**src/rtl/ahb_master_arbiter.sv**
```systemverilog
// Two-master AHB-Lite arbiter: shares one bus between M0 (CPU) and M1 (DMA/debug).
// Each master has a one-deep holding stage that captures a request the bus could not take.
// Arbitration is per transfer (round-robin or fixed priority). A master that does not
// own the bus is stalled through its own HREADY.
module ahb_master_arbiter #(
   parameter bit ROUND_ROBIN = 1'b1,
   parameter bit PRIO_MASTER = 1'b0
) (
   input  logic        i_hclk,
   input  logic        i_hresetn,
   // master 0
   input  logic [31:0] i_m0_haddr,
   input  logic [1:0]  i_m0_htrans,
   input  logic        i_m0_hwrite,
   input  logic [2:0]  i_m0_hsize,
   input  logic [31:0] i_m0_hwdata,
   output logic [31:0] o_m0_hrdata,
   output logic        o_m0_hready,
   output logic        o_m0_hresp,
   // master 1
   input  logic [31:0] i_m1_haddr,
   input  logic [1:0]  i_m1_htrans,
   input  logic        i_m1_hwrite,
   input  logic [2:0]  i_m1_hsize,
   input  logic [31:0] i_m1_hwdata,
   output logic [31:0] o_m1_hrdata,
   output logic        o_m1_hready,
   output logic        o_m1_hresp,
   // shared bus
   output logic [31:0] o_haddr,
   output logic [1:0]  o_htrans,
   output logic        o_hwrite,
   output logic [2:0]  o_hsize,
   output logic [31:0] o_hwdata,
   input  logic [31:0] i_hrdata,
   input  logic        i_hready,
   input  logic        i_hresp
);

   typedef enum logic [1:0] {
      OwnNone = 2'd0,
      OwnM0   = 2'd1,
      OwnM1   = 2'd2
   } own_e;

   localparam logic [1:0] HtransIdle   = 2'b00;
   localparam logic [1:0] HtransNonseq = 2'b10;

   // per-master holding stage
   logic        r_pend0, r_pend1;
   logic [31:0] r_hold0_addr, r_hold1_addr;
   logic        r_hold0_write, r_hold1_write;
   logic [2:0]  r_hold0_size, r_hold1_size;

   // arbitration and bus state
   own_e        r_d_own;
   logic        r_rr_last;
   logic [31:0] r_haddr;
   logic        r_hwrite;
   logic [2:0]  r_hsize;

   logic        w_m0_hready, w_m1_hready;
   logic        w_live0, w_live1;
   logic        w_req0, w_req1;
   logic        w_sel1;
   logic        w_issue, w_iss0, w_iss1;
   logic [31:0] w_src0_addr, w_src1_addr;
   logic        w_src0_write, w_src1_write;
   logic [2:0]  w_src0_size, w_src1_size;
   logic [31:0] w_bus_addr;
   logic        w_bus_write;
   logic [2:0]  w_bus_size;

   // SEQ/NONSEQ are distinguished only by HTRANS[0], which is not needed here
   logic w_unused_htrans;
   assign w_unused_htrans = ^{i_m0_htrans[0], i_m1_htrans[0]};

   // master-side ready: the data-phase owner follows the bus, a captured request waits
   always_comb begin
      w_m0_hready = (r_d_own == OwnM0) ? i_hready : ~r_pend0;
      w_m1_hready = (r_d_own == OwnM1) ? i_hready : ~r_pend1;
   end

   // request sources and winner selection
   always_comb begin
      // reset gating keeps the bus IDLE while HRESETn is low, even with masters requesting
      w_live0      = i_hresetn & i_m0_htrans[1] & w_m0_hready;
      w_live1      = i_hresetn & i_m1_htrans[1] & w_m1_hready;
      w_req0       = r_pend0 | w_live0;
      w_req1       = r_pend1 | w_live1;
      w_src0_addr  = r_pend0 ? r_hold0_addr  : i_m0_haddr;
      w_src0_write = r_pend0 ? r_hold0_write : i_m0_hwrite;
      w_src0_size  = r_pend0 ? r_hold0_size  : i_m0_hsize;
      w_src1_addr  = r_pend1 ? r_hold1_addr  : i_m1_haddr;
      w_src1_write = r_pend1 ? r_hold1_write : i_m1_hwrite;
      w_src1_size  = r_pend1 ? r_hold1_size  : i_m1_hsize;
      if (w_req0 && w_req1) begin
         w_sel1 = ROUND_ROBIN ? ~r_rr_last : PRIO_MASTER;
      end else begin
         w_sel1 = w_req1;
      end
      // transfers are only issued on HREADY=1, so wait states show IDLE with a frozen address
      w_issue = i_hready & (w_req0 | w_req1);
      w_iss0  = w_issue & ~w_sel1;
      w_iss1  = w_issue & w_sel1;
   end

   // shared bus address phase and write data mux
   always_comb begin
      w_bus_addr  = w_sel1 ? w_src1_addr  : w_src0_addr;
      w_bus_write = w_sel1 ? w_src1_write : w_src0_write;
      w_bus_size  = w_sel1 ? w_src1_size  : w_src0_size;
      o_htrans    = w_issue ? HtransNonseq : HtransIdle;
      o_haddr     = w_issue ? w_bus_addr  : r_haddr;
      o_hwrite    = w_issue ? w_bus_write : r_hwrite;
      o_hsize     = w_issue ? w_bus_size  : r_hsize;
      unique case (r_d_own)
         OwnM0:   o_hwdata = i_m0_hwdata;
         OwnM1:   o_hwdata = i_m1_hwdata;
         default: o_hwdata = 32'h0;
      endcase
   end

   // response routing back to the masters
   always_comb begin
      o_m0_hrdata = i_hrdata;
      o_m1_hrdata = i_hrdata;
      o_m0_hready = w_m0_hready;
      o_m1_hready = w_m1_hready;
      o_m0_hresp  = (r_d_own == OwnM0) & i_hresp;
      o_m1_hresp  = (r_d_own == OwnM1) & i_hresp;
   end

   // last driven address phase, round-robin history and data-phase owner
   always_ff @(posedge i_hclk or negedge i_hresetn) begin
      if (!i_hresetn) begin
         r_haddr   <= 32'h0;
         r_hwrite  <= 1'b0;
         r_hsize   <= 3'b000;
         r_rr_last <= ~PRIO_MASTER;
         r_d_own   <= OwnNone;
      end else begin
         if (w_issue) begin
            r_haddr   <= w_bus_addr;
            r_hwrite  <= w_bus_write;
            r_hsize   <= w_bus_size;
            r_rr_last <= w_sel1;
         end
         if (i_hready) begin
            r_d_own <= w_iss0 ? OwnM0 : (w_iss1 ? OwnM1 : OwnNone);
         end
      end
   end

   // master 0 holding stage: capture a live request the bus did not take
   always_ff @(posedge i_hclk or negedge i_hresetn) begin
      if (!i_hresetn) begin
         r_pend0       <= 1'b0;
         r_hold0_addr  <= 32'h0;
         r_hold0_write <= 1'b0;
         r_hold0_size  <= 3'b000;
      end else if (w_iss0) begin
         r_pend0 <= 1'b0;
      end else if (w_live0) begin
         r_pend0       <= 1'b1;
         r_hold0_addr  <= i_m0_haddr;
         r_hold0_write <= i_m0_hwrite;
         r_hold0_size  <= i_m0_hsize;
      end
   end

   // master 1 holding stage: capture a live request the bus did not take
   always_ff @(posedge i_hclk or negedge i_hresetn) begin
      if (!i_hresetn) begin
         r_pend1       <= 1'b0;
         r_hold1_addr  <= 32'h0;
         r_hold1_write <= 1'b0;
         r_hold1_size  <= 3'b000;
      end else if (w_iss1) begin
         r_pend1 <= 1'b0;
      end else if (w_live1) begin
         r_pend1       <= 1'b1;
         r_hold1_addr  <= i_m1_haddr;
         r_hold1_write <= i_m1_hwrite;
         r_hold1_size  <= i_m1_hsize;
      end
   end

endmodule

```
**config.mk**
```make
export PLATFORM = sky130hd
export DESIGN_NAME = ahb_master_arbiter
export DESIGN_NICKNAME = d
export VERILOG_FILES = /design/src/rtl/ahb_master_arbiter.sv
export SDC_FILE = /design/constraint.sdc
export NUM_CORES = 1
export LEC_CHECK = 0
export BUFFER_PORTS_ARGS = -buffer_cell sky130_fd_sc_hd__buf_2
export CORE_MARGIN = 3
export CORE_UTILIZATION = 45
export DETAILED_ROUTE_END_ITERATION = 6
export PLACE_DENSITY_LB_ADDON = 0.08
export SETUP_SLACK_MARGIN = 0.02
export SYNTH_ARGS = -nofsm -noshare
export SYNTH_HDL_FRONTEND = slang
export SYNTH_SLANG_ARGS = --single-unit
```
**constraint.sdc**
```tcl
create_clock -name i_hclk -period 2.6 [get_ports i_hclk]
set_clock_uncertainty 0.2 [all_clocks]
set_input_delay 0 -clock i_hclk [delete_from_list [all_inputs] [get_ports i_hclk]]
set_output_delay 0 -clock i_hclk [all_outputs]
set_load 0.02 [all_outputs]
```
==> impl_metrics.env, run 1 <==
export IMPL_cellInternalPower_w=0.00547
export IMPL_yosys_warnings=0
export IMPL_core_area_sq_um=13500
export IMPL_r2r_cells=6
export IMPL_synth_compound_area_share_pct=9.98
export IMPL_detail_route_antenna_nets=0
export IMPL_synth_seq_area_share_pct=44.5
export IMPL_synthMostInstantiatedCell="dfrtp_1"
export IMPL_proportion_of_synthesized_area_in_mux_cells_pct=28.4
export IMPL_netlist_top_cell_by_area="dfrtp_1"
export IMPL_yosysUniqueCellTypes=28
export IMPL_drv_max_cap_violation_count=0
export IMPL_worstPathArrival_ns=2.58
export IMPL_hold_viol_final=0
export IMPL_tritoncts="done"
export IMPL_die_width_microns=125
export IMPL_p_leak_nw=4.40
export IMPL_hpwl_microns=14600
export IMPL_vdd_drop_max_uv=572
export IMPL_cts_root_buf="clkbuf_16"
export IMPL_cts_buffers_inserted=17
export IMPL_first_global_vias=5642
export IMPL_ctsHtreeMaxLevel=4
export IMPL_grt_first_pass_wirelength_microns=32500
export IMPL_area_growth_syn_to_layout_pct=39.9
export IMPL_routabilityCongestion=1.04
export IMPL_sequentialPowerShare_pct=34.0
export IMPL_floorplan_die_height_microns=125
export IMPL_syn_instance_count=526
export IMPL_synth_xor_xnor_area_share_pct=0
export IMPL_cell_area_reported_after_detailed_placement_sq_um=7150
export IMPL_finalWorstPathRequiredPeriod_ns=2.49
export IMPL_synthFlopType="dfrtp_1"
export IMPL_routed_via_count=5286
export IMPL_timing_reg2reg_setup_slack_ns=0.11
export IMPL_postSynthAreaPerCell_sq_um=12.1
export IMPL_swShare_pct=34.3
export IMPL_synth_top_cells_by_count="dfrtp_1, mux2i_1, buf_4, mux2_4, nand2_1"
export IMPL_clk_path_buf_depth=2
export IMPL_grt_start_max_net_pins=56
export IMPL_layout_worst_path_cycle_share_pct=95.8
export IMPL_initial_utilization_pct=47.1
export IMPL_synth_top_family_by_area="multiplexers"
export IMPL_timing_critical_path_fanout_max=10
export IMPL_insertion_delay_ns=0.41
export IMPL_synth_enable_flop_cells=0
export IMPL_synth_top_area_share_pct=44.1
export IMPL_holdCritPathClass="in2async"
export IMPL_cp_required_ns=2.69
export IMPL_post_route_cells_drive_above_1_share_pct=42.9
export IMPL_worst_path_class_setup="reg2reg"
export IMPL_synthesized_area_sq_um=6350
export IMPL_endpoint_kind="flip-flop"
export IMPL_grtUsageTotal_pct=26.9
export IMPL_crit_reg2reg_capture="r_hold0_addr[26]"
export IMPL_synthSimpleGateAreaFrac_pct=5.36
export IMPL_power_switching_w=0.00286
export IMPL_clkSinkCount=113
export IMPL_antenna_found_initial=0
export IMPL_synth_seq_cells=113
export IMPL_antenna_cells_inserted=0
export IMPL_run_status="finished, final reports clean"
export IMPL_power_density_nw_per_um2=937
export IMPL_yosys_area_share_adder_pct=0.394
export IMPL_initialDrtViolationCount=351
export IMPL_pin_slew_with_the_least_headroom_to_its_limit_ns=0.805
export IMPL_syn_nets=704
export IMPL_setup_tns_final_ns=0
export IMPL_finish_instance_area_sq_um=8890
export IMPL_final_setup_viol_count=0
export IMPL_floorplan_die_area_sq_um=15600
export IMPL_port_buffer_count=214
export IMPL_post_drt_wl_per_cell_microns=21.5
export IMPL_synth_top_cells_by_area="dfrtp_1, mux2_4, mux2i_1"
export IMPL_slew_limit_headroom_pct=46.4
export IMPL_p_comb_share_pct=39.7
export IMPL_worst_setup_hold_path_clk_slew_ns=0.05
export IMPL_fmax_ghz=0.401
export IMPL_rsz_0062_raised_after_global_routing="false"
export IMPL_nets=972
export IMPL_i_o_pin_total=314
export IMPL_hold_worst_slack_ns=0.0588
export IMPL_timing_rr_start="r_d_own[1]"
export IMPL_postSynth_asyncResetShare_pct=100
export IMPL_power_share_clock_pct=26.3
export IMPL_first_drt_pass_iteration_count=5
export IMPL_drt_vias_per_instance=5.38
export IMPL_rows=42
export IMPL_route_detailed_drc=0
export IMPL_grt_ovfl_total=0
export IMPL_timing_critical_path_from_type="flip-flop"
export IMPL_final_max_slew_violation_count=0
export IMPL_drt_total_wl_microns=21100
-- metrics by stage --
stage | std cells | total power (W) | setup WS [ns] | util (%)
2_1_floorplan | 526 | 0.00504 | 0.481 | -
3_3_place_gp | 832 | 0.00573 | 0.450 | 52.9
3_5_place_dp | 832 | 0.00582 | 0.375 | 52.9
4_1_cts | 980 | 0.00835 | 0.0276 | 65.7
5_1_grt | 982 | 0.00878 | 0.0255 | 65.8
6_report | 982 | 0.00833 | 0.108 | 65.8
-- worst max-delay path: stages, from the launching register on --
cell	delay, ns
dfrtp_1	0.38
inv_1	0.08
ha_1	0.24
mux2i_4	0.30
nand4b_4	0.25
mux2_2	0.35
dlygate4sd3_1	0.57
-- final cells by class --
| cell class | instances | area [sq um] |
|---|---|---|
| clock buffers | 20 | 437 |
| clock inverters | 11 | 116 |
| fillers | 1040 | 4610 |
| inverters | 4 | 15.0 |
| multi-input cells | 306 | 2820 |
| flip-flops and latches | 113 | 2830 |
| well taps | 176 | 220 |
| repair buffers | 352 | 2450 |
-- registers in the layout (all words and copies together) (netlist names) --
name and cells:
r_hold1_size 3, r_rr_last 1, r_hold0_addr 32, r_hsize 3, r_hold0_write 1, r_haddr 32
r_pend1 1, r_hold1_write 1, r_hwrite 1, r_pend0 1, r_hold1_addr 32, r_hold0_size 3
r_d_own 2
-- timing repair --
item,in CTS,in global routing
endpoints found under the hold margin,234,0
hold buffers,117,0
buffers inserted,0,2
gates resized for setup,0,2
endpoints found under the setup margin,0,14
-- how the worst max path moves through the flow --
| stage | start | end | slack (ns) | cells past startpoint |
|---|---|---|---|---|
| final | r_d_own[1] | r_hold0_addr[26] | 0.11 | 6 |
| after global routing | i_hresetn | o_hwrite | 0.03 | 9 |
| after CTS | r_d_own[1] | r_hold0_addr[18] | 0.03 | 6 |
| after detailed placement | r_d_own[1] | r_hold0_addr[29] | 0.38 | 6 |
| after global placement | r_d_own[1] | r_hold0_size[0] | 0.45 | 6 |
| after floorplan | r_d_own[0] | r_hold1_addr[10] | 0.48 | 7 |
-- cell usage in the layout, fill, tap and decap left out, types with 4 or more instances in the layout --
| cell | n |
|---|---|
| buf_2 | 213 |
| dlygate4sd3_1 | 117 |
| dfrtp_1 | 110 |
| mux2i_1 | 72 |
| mux2_4 | 60 |
| nand2_1 | 38 |
| o221ai_1 | 36 |
| nor2_1 | 34 |
| a22oi_1 | 32 |
| buf_4 | 18 |
| clkbuf_16 | 17 |
| mux2_2 | 12 |
| clkinv_2 | 5 |
| inv_1 | 4 |
| buf_12 | 4 |
-- routing by layer --
metal  track usage [%]  up-vias  wire [microns]
li1                  -     2382               -
met1              32.6     2631            8540
met2              42.3      233            9820
met3              8.88       40            1690
met4              14.6        0            1100
met5                 0        -               0
-- power groups by stage --
| stage | sequential (W) | clock [W] | combinational (W) |
|---|---|---|---|
| 2_1_floorplan | 0.00275 | 0 | 0.00229 |
| 3_3_place_gp | 0.00281 | 0 | 0.00292 |
| 3_5_place_dp | 0.00283 | 0 | 0.00298 |
| 4_1_cts | 0.00282 | 0.00224 | 0.00330 |
| 5_1_grt | 0.00290 | 0.00233 | 0.00355 |
| 6_report | 0.00284 | 0.00219 | 0.00331 |
-- kinds of logic after synthesis --
family	Yosys count
simple gates	78
buf+inv	107
mux	146
flops	113
compound gates	79
fa+ha+maj	2
other cells	1
(Power assumes the default switching activity.)
==> run 2: changes to the inputs <==
CORE_UTILIZATION = 35   (was 45)
==> run 2 against run 1 <==
First-iteration DRC count down 17%. Critical path depth shrank 1. Largest power group unchanged. Via count is 2.5% lower.
==> impl_metrics.env, run 2 (synthesized netlist as in run 1, its figures left out) <==
export IMPL_drt_vias_per_instance=5.05
export IMPL_core_area_sq_um=17500
export IMPL_dpl_worst_slack_ns=0.522
export IMPL_rows=48
export IMPL_post_drt_wl_per_cell_microns=18.8
export IMPL_i_o_pin_total=314
export IMPL_final_max_slew_violation_count=0
export IMPL_clkSinkCount=113
export IMPL_cts_root_buf="clkbuf_16"
export IMPL_grt_ovfl_total=0
export IMPL_routabilityCongestion=0.929
export IMPL_timing_rr_start="r_pend0"
export IMPL_initialDrtViolationCount=293
export IMPL_routed_via_count=5156
export IMPL_endpoint_kind="output port"
export IMPL_route_detailed_drc=0
export IMPL_slew_limit_headroom_pct=45.7
export IMPL_final_common_cell="buf_2"
export IMPL_number_of_buffers_inserted_to_repair_setup_after_cts=0
export IMPL_grt_start_max_net_pins=65
export IMPL_fmax_ghz=0.407
export IMPL_largestRegisters="r_haddr x32, r_hold0_addr x32, r_hold1_addr x32"
export IMPL_nets=961
export IMPL_p_leak_nw=4.36
export IMPL_initial_utilization_pct=36.2
export IMPL_floorplan_die_area_sq_um=19800
export IMPL_power_density_nw_per_um2=927
export IMPL_worst_path_setup_slack_after_routing_ns=0.144
export IMPL_hold_viol_final=0
export IMPL_grt_first_pass_wirelength_microns=30100
export IMPL_post_route_cells_drive_above_1_share_pct=42.8
export IMPL_finalWorstPathRequiredPeriod_ns=2.46
export IMPL_antenna_found_initial=0
export IMPL_r2r_cells=5
export IMPL_worst_setup_hold_path_clk_slew_ns=0.05
export IMPL_first_global_vias=5381
export IMPL_run_status="finished, final reports clean"
export IMPL_clk_path_buf_depth=2
export IMPL_pin_slew_with_the_least_headroom_to_its_limit_ns=0.815
export IMPL_drv_max_cap_violation_count=0
export IMPL_timing_reg2reg_setup_slack_ns=0.47
export IMPL_cp_required_ns=2.40
export IMPL_layout_worst_path_cycle_share_pct=94.5
export IMPL_timing_critical_path_fanout_max=22
export IMPL_final_setup_viol_count=0
export IMPL_die_width_microns=141
export IMPL_rsz_0062_raised_after_global_routing="true"
export IMPL_holdCritPathClass="in2async"
export IMPL_worst_path_class_setup="reg2out"
export IMPL_layout_cells_most_common_list="buf_2, dfrtp_1, dlygate4sd3_1, mux2i_1, mux2_4"
export IMPL_port_buffer_count=214
export IMPL_tritoncts="done"
export IMPL_detail_route_antenna_nets=0
export IMPL_hpwl_microns=12500
export IMPL_vdd_drop_max_uv=455
export IMPL_cts_buffers_inserted=17
export IMPL_crit_reg2reg_capture="r_hold1_size[1]"
export IMPL_finalNonFillerCells=1021
export IMPL_area_growth_syn_to_layout_pct=39.0
export IMPL_worstPathArrival_ns=2.26
export IMPL_ctsHtreeMaxLevel=4
export IMPL_timing_critical_path_from_type="flip-flop"
export IMPL_setup_tns_final_ns=0
export IMPL_drt_total_wl_microns=19100
export IMPL_floorplan_die_height_microns=141
export IMPL_grtUsageTotal_pct=19.2
export IMPL_placed_cells=880
export IMPL_insertion_delay_ns=0.41
export IMPL_antenna_cells_inserted=0
export IMPL_first_drt_pass_iteration_count=5
[run 2: cell count changes in the layout (fill, tap and decap cells not counted), sizes merged]
cell / previous run / this run
clkinvlp: 3 / 1
clkinv: 6 / 3
clkbuf: 20 / 27
bufinv: 2 / 1
buf: 235 / 232
dlygate4sd3: 117 / 109
[run 2: worst max-delay path by stage]
stage                             to  cells past startpoint       start
floorplan           r_hold1_addr[10]                      7  r_d_own[0]
global placement     r_hold1_size[1]                      6  r_d_own[0]
detailed placement   r_hold1_size[1]                      6  r_d_own[0]
CTS                      o_haddr[15]                      5     r_pend0
global route              o_hsize[1]                      5     r_pend0
finish                    o_haddr[7]                      5     r_pend0
[run 2: report_power, final]
part,total (W),switching (W),internal (W)
logic,0.00318,0.00167,0.00151
clock network,0.00219,0.000780,0.00141
registers,0.00282,0.000329,0.00249
[run 2: final cells by class]
cell class / count / area [sq um]
fill: 1572 / 8700
sequential: 113 / 2830
multi-input combinational: 306 / 2820
timing repair buffer: 341 / 2330
clock buffer: 27 / 503
tap: 225 / 282
clock inverter: 5 / 52.6
inverter: 4 / 15.0
[run 2: timing repair]
action | in CTS | in global routing
hold buffers | 109 | 0
endpoints found under the hold margin | 265 | 0
setup endpoints to repair | 0 | 5
gates resized for setup | 0 | 2
[run 2: through the flow]
step	util (%)	hold WS (ns)	power, W	area (sq um)
after CTS	50.3	0.120	0.00827	8830
final	50.4	0.0687	0.00819	8840
after global placement	40.9	-0.200	0.00573	7180
after detailed placement	40.9	-0.200	0.00581	7180
after global routing	50.4	0.131	0.00870	8840
after floorplan	-	-0.496	0.00504	6350
[run 2: routing by layer]
layer	vias to the layer above	global-route usage, %	wire, microns
met1	2582	26.0	8550
met4	0	5.92	240
met5	-	0	0
li1	2352	-	-
met2	202	30.5	9120
met3	20	4.82	1240
[run 2: worst max-delay path, stage by stage (launching register included)]
cell	delay, ns
dfrtp_2	0.36
buf_4	0.34
buf_4	0.47
mux2i_1	0.13
o221ai_1	0.28
buf_2	0.23
